File: config.mk
export PLATFORM = sky130hd
export DESIGN_NAME = stream_demux_router
export DESIGN_NICKNAME = d
export VERILOG_FILES = /design/src/rtl/stream_demux_router_pkg.sv /design/src/rtl/stream_demux_skid.sv /design/src/rtl/stream_demux_router.sv
export SDC_FILE = /design/constraint.sdc
export NUM_CORES = 1
export LEC_CHECK = 0
export CORE_AREA = 2 2 39 41
export CTS_CLUSTER_DIAMETER = 30
export DETAILED_ROUTE_END_ITERATION = 10
export DIE_AREA = 0 0 41 43
export PLACE_DENSITY_LB_ADDON = 0.25
export SYNTH_ARGS = -nofsm -noshare
export SYNTH_HDL_FRONTEND = slang
export SYNTH_SLANG_ARGS = --single-unit
File: constraint.sdc
create_clock -name CLK -period 1.63 [get_ports CLK]
set_input_delay 0.326 -clock CLK [delete_from_list [all_inputs] [get_ports CLK]]
set_output_delay 0.326 -clock CLK [all_outputs]
set_load 0.01 [all_outputs]
File: src/rtl/stream_demux_router_pkg.sv
// Shared types for the 1-to-N stream demux router.
// Latency: n/a (types, constants and a helper function only).
// Backpressure: n/a.
// Contents: demux_state_t (skid occupancy), STATS_W (stats counter width), sat_inc (saturating +1).
package stream_demux_router_pkg;

  typedef enum logic [1:0] {
    EMPTY = 2'd0,
    BUSY  = 2'd1,
    FULL  = 2'd2
  } demux_state_t;

  localparam int STATS_W = 16;

  // Saturating increment for the statistics counters.
  function automatic logic [STATS_W-1:0] sat_inc(input logic [STATS_W-1:0] v);
    return (v == {STATS_W{1'b1}}) ? v : v + 16'd1;
  endfunction

endpackage

File: src/rtl/stream_demux_skid.sv
// 2-entry skid buffer (main + skid registers) carrying one opaque payload word per beat.
// Latency: 1 cycle, in -> out_valid after the accepting edge.
// Backpressure: in_ready comes only from the state register (deasserted when FULL).
// Ports: clk/rst (async active-high), in_valid/in_ready/in_data, out_valid/out_ready/out_data.
module stream_demux_skid
  import stream_demux_router_pkg::*;
#(
  parameter int PW = 2
) (
  input  logic          clk,
  input  logic          rst,
  input  logic          in_valid,
  output logic          in_ready,
  input  logic [PW-1:0] in_data,
  output logic          out_valid,
  input  logic          out_ready,
  output logic [PW-1:0] out_data
);

  demux_state_t  state_q, state_d;
  logic [PW-1:0] main_q, main_d;
  logic [PW-1:0] skid_q, skid_d;
  logic          push;
  logic          pop;

  assign in_ready  = (state_q != FULL);
  assign out_valid = (state_q != EMPTY);
  assign out_data  = main_q;
  assign push      = in_valid & in_ready;
  assign pop       = out_valid & out_ready;

  always_ff @(posedge clk or posedge rst) begin
    if (rst) begin
      state_q <= EMPTY;
      main_q  <= '0;
      skid_q  <= '0;
    end else begin
      state_q <= state_d;
      main_q  <= main_d;
      skid_q  <= skid_d;
    end
  end

  always_comb begin
    state_d = state_q;
    main_d  = main_q;
    skid_d  = skid_q;
    case (state_q)
      EMPTY: begin
        if (push) begin
          state_d = BUSY;
          main_d  = in_data;
        end
      end
      BUSY: begin
        if (push && pop) begin
          main_d = in_data;
        end else if (push) begin
          state_d = FULL;
          skid_d  = in_data;
        end else if (pop) begin
          state_d = EMPTY;
        end
      end
      FULL: begin
        // in_ready is low here, so only a pop can move the state.
        if (pop) begin
          state_d = BUSY;
          main_d  = skid_q;
        end
      end
      default: state_d = EMPTY;
    endcase
  end

endmodule

File: src/rtl/stream_demux_router.sv
// Registered 1-to-N stream demux: each input beat goes to the lane named by I_sel, in strict order.
// Latency: 1 cycle, accept at edge t -> O_valid visible after edge t.
// Backpressure: I_ready is registered (low only when 2 beats held); a stalled head lane blocks all lanes.
// Ports: CLK, ASYNCRESET (async active-high; release must already be synchronous to CLK),
//   I_data/I_sel/I_valid/I_ready input stream, O_data (head data broadcast to all lanes),
//   O_valid (one-hot or zero), O_ready per lane, err (1-cycle pulse when an I_sel >= N beat is dropped).
// Optional STREAM_DEMUX_ROUTER_STATS_EN: adds stats (N x 16-bit saturating per-lane pop counts)
//   and drops (16-bit saturating dropped-beat count).
module stream_demux_router
  import stream_demux_router_pkg::*;
#(
  parameter  int N     = 2,
  parameter  int WIDTH = 1,
  localparam int SEL_W = (N > 1) ? $clog2(N) : 1
) (
  input  logic               CLK,
  input  logic               ASYNCRESET,
  input  logic [WIDTH-1:0]   I_data,
  input  logic [SEL_W-1:0]   I_sel,
  input  logic               I_valid,
  output logic               I_ready,
  output logic [N*WIDTH-1:0] O_data,
  output logic [N-1:0]       O_valid,
  input  logic [N-1:0]       O_ready,
  output logic               err
`ifdef STREAM_DEMUX_ROUTER_STATS_EN
  ,
  output logic [N*STATS_W-1:0] stats,
  output logic [STATS_W-1:0]   drops
`endif
);

  // One extra bit so the range check also compiles cleanly when N is a power of two.
  localparam logic [SEL_W:0] N_LIM = (SEL_W+1)'(N);

  logic                   bad;
  logic                   accept;
  logic                   head_valid;
  logic                   head_ready;
  logic [SEL_W+WIDTH-1:0] head;
  logic [SEL_W-1:0]       head_sel;
  logic [WIDTH-1:0]       head_data;
  logic                   err_q;

  assign bad    = ({1'b0, I_sel} >= N_LIM);
  assign accept = I_valid & I_ready;

  // Out-of-range beats are accepted (I_ready is unaffected) but never enter the buffer.
  stream_demux_skid #(
    .PW(SEL_W + WIDTH)
  ) u_skid (
    .clk      (CLK),
    .rst      (ASYNCRESET),
    .in_valid (I_valid & ~bad),
    .in_ready (I_ready),
    .in_data  ({I_sel, I_data}),
    .out_valid(head_valid),
    .out_ready(head_ready),
    .out_data (head)
  );

  assign {head_sel, head_data} = head;

  always_comb begin
    O_valid = '0;
    for (int k = 0; k < N; k++) begin
      O_valid[k] = head_valid && (head_sel == SEL_W'(k));
    end
  end

  // Only the head's lane can pop; other lanes' O_ready is ignored.
  assign head_ready = |(O_valid & O_ready);
  assign O_data     = {N{head_data}};

  always_ff @(posedge CLK or posedge ASYNCRESET) begin
    if (ASYNCRESET) err_q <= 1'b0;
    else            err_q <= accept & bad;
  end

  assign err = err_q;

`ifdef STREAM_DEMUX_ROUTER_STATS_EN
  logic [N*STATS_W-1:0] stats_q;
  logic [STATS_W-1:0]   drops_q;

  always_ff @(posedge CLK or posedge ASYNCRESET) begin
    if (ASYNCRESET) begin
      stats_q <= '0;
      drops_q <= '0;
    end else begin
      for (int k = 0; k < N; k++) begin
        if (O_valid[k] && O_ready[k]) begin
          stats_q[k*STATS_W +: STATS_W] <= sat_inc(stats_q[k*STATS_W +: STATS_W]);
        end
      end
      if (accept && bad) drops_q <= sat_inc(drops_q);
    end
  end

  assign stats = stats_q;
  assign drops = drops_q;
`endif

endmodule

==> flow_metrics.py <==
metrics = {
    "worst_setup_path": {
        "setup.worst_path.end_class": "register",
        "arrival_ns": 1.71,
        "r2r_end": "u_skid.skid_q[0]",
        "reg2reg_depth": 3,
        "path_buf_inv": 1,
        "crit_family": "multiplexers",
        "cp_cell_sequence": "clkdlybuf4s50_1 > mux2_2 > nor3_1 > mux2_2",
        "critPathKind": "input port to register",
        "cp_max_fo": 2,
        "crit_top_cell": "mux2_2",
        "worstPathRequired_ns": 1.76,
        "start_kind": "input port",
        "timing.rr.start": "u_skid.out_data[1]",
        "critPathMaxStageDelay_ns": 0.42,
        "rrSetupSlack_ns": 0.06,
        "cp_slowest_cell": "clkdlybuf4s50_1",
    },
    "sta": {
        "fin_ws_ns": 0.05075,
        "min_period_over_period_pct": 96.89,
        "max_freq_mhz": 633.2,
        "skew_ns": 0.004168,
        "setup_tns_ns": 0,
        "slew_viol_final": 0,
        "finalSetupViolations": 0,
        "period_needed_ns": 1.579,
        "rsz0062_at_grt": "no",
        "hold_viol_final": 0,
        "worst_hold_slack_ns": 0.3008,
    },
    "global_routing": {
        "gr-total-overflow": 0,
        "grt_pass1_vias": 317,
        "grt_pass1_wl_um": 1324,
        "grt_max_degree": 7,
        "antenna_found_initial": 0,
        "grtUsageTotal_pct": 12.53,
    },
    "min_path": {
        "min_path_type": "input port to async pin",
    },
    "placed_design": {
        "place_ws_ns": -0.1758,
        "gp_congestion": 0.7988,
        "dpl.cell_count": 72,
        "dp_hpwl_um": 665.6,
        "io_buffers": 11,
    },
    "clocking": {
        "root_buffer": "clkbuf_4",
        "cts_buffer_depth": 2,
        "holdBufCountCts": 0,
        "insertion_delay_ns": 0.25,
        "htree_levels": 1,
        "clkTransAtPathRegs_ns": 0.05,
        "tritoncts": "built",
        "cts.sinks": 6,
        "numCtsBuffers": 3,
    },
    "final_layout": {
        "num_antenna_cells": 0,
        "layout_commonest_cell": "buf_4",
        "area_delta_synth_final_pct": 51.64,
        "final_util_pct": 41.68,
        "n_fill_cell": 138,
        "final_cell_mix": "9 x buf_4, 8 x clkdlybuf4s50_1, 6 x dfrtp_1, 4 x nor2b_1",
        "stdcell_count": 77,
        "drive_above_1_share_pct": 26.23,
        "fin_nets": 70,
    },
    "power": {
        "irDropWorstVdd_uv": 491.9,
        "cellPowerDensity_mw_per_mm2": 1596,
        "leakagePower_nw": 0.2597,
    },
    "drt": {
        "wl_met2_um": 399,
        "wl_met1_um": 398,
        "drc": 0,
        "routed_wl_um": 891,
        "route.met3.wl_um": 54,
        "drtIter0Drc": 13,
        "vias": 380,
        "viasPerCell": 4.935,
        "dr.max_layer_used": "met4",
        "routedWlPerCell_um": 11.57,
        "ant_nets": 0,
        "dr.pass1.iters": 6,
    },
    "floorplan": {
        "rows": 14,
        "fp.dieW_um": 41,
        "io_pins": 13,
        "initial_core_util_pct": 27.49,
        "core_mm2": 0.001384,
        "die_area_mm2": 0.001763,
        "chipHeight_um": 43,
    },
    "yosys": {
        "yosys_warnings": 0,
        "ys_seq_area_share_pct": 39.47,
        "syn_area_um2": 380.4,
        "syn_inst": 41,
        "avgSynthCellArea_um2": 9.277,
        "ys_types": 19,
        "synthesis.nets": 48,
        "ys_ff_latch": 6,
    },
    "flow_run": {
        "drv_cap": 0,
    },
    "status": {
        "run_status": "completed",
    },
}
==> final cells by class <==
class	instances	area, µm²	area share, %
multi-input combinational	29	198.9	34.49
timing repair buffer	20	173.9	30.15
inverter	3	11.26	1.952
sequential	6	150.1	26.03
tap	16	20.02	3.471
clock buffer	3	22.52	3.905
==> routing by layer <==
metal | up-vias | track usage, %
met5 | - | 0
met4 | 0 | 14.00
met3 | 5 | 4.712
met2 | 17 | 16.25
met1 | 173 | 13.77
li1 | 185 | -
==> per-stage QoR <==
| step | total power [W] | area, µm² |
|---|---|---|
| 5_1_grt | 0.0009967 | 576.8 |
| 6_report | 0.0009205 | 576.8 |
| 4_1_cts | 0.0009254 | 576.8 |
| 3_3_place_gp | 0.0007686 | 540.5 |
| 2_1_floorplan | 0.0005613 | 380.4 |
| 3_5_place_dp | 0.0007691 | 540.5 |
==> cell usage after synthesis (all sizes together) <==
cell	n	area, µm²
and2	1	6.260
o32ai	1	8.760
nor2	3	11.26
dfrtp	6	150.1
o2bb2ai	1	8.760
inv	3	11.26
a21oi	3	15.01
buf	3	22.52
o21ai	2	10.01
nor3	2	10.01
nand2	1	3.750
nand2b	2	12.51
mux2	3	33.78
a222oi	1	10.01
conb	1	3.750
a221oi	1	8.760
mux2i	2	20.02
nor2b	4	25.02
a211o	1	8.760
==> how the worst max path moves through the flow <==
stage	from	to	slack, ns	depth (start not counted)
final	O_ready[1]	u_skid.skid_q[0]	0.05	4
after global routing	u_skid.out_data[1]	u_skid.skid_q[0]	0.02	3
after CTS	u_skid.out_data[1]	u_skid.skid_q[0]	0.06	3
after detailed placement	O_ready[0]	u_skid.skid_q[0]	-0.18	4
after global placement	O_ready[0]	u_skid.skid_q[1]	-0.15	4
after floorplan	u_skid.out_data[1]	u_skid.skid_q[0]	0.15	3
==> cell families (layout without fill, tap and decap cells) <==
logic type / count (synthesis) / after routing / synth area share [%]
multiplexers: 5 / 5 / 14.14
other: 1 / 1 / 0.9859
flip-flops: 6 / 6 / 39.47
AO/OA/AOI/OAI: 10 / 10 / 18.42
buffers and inverters: 6 / 26 / 8.881
AND/OR/NAND/NOR: 13 / 13 / 18.09
==> flip-flops by register name (all words and copies together) (netlist names) <==
name / flops
u_skid.out_data: 2
u_skid.state_q: 2
u_skid.skid_q: 2
==> repair_timing <==
| item | CTS | global route |
|---|---|---|
| buffers inserted | 2 | 0 |
| endpoints found under the hold margin | 0 | 0 |
| setup endpoints to repair | 3 | 0 |
| resized for setup | 4 | 0 |
==> where the power goes <==
part	switching (W)	total [W]	internal, W
logic	0.000202	0.000492	0.000290
clock network	0.0000555	0.000139	0.0000834
registers	0.0000676	0.000289	0.000222
Power figures use the tool's default switching activity.
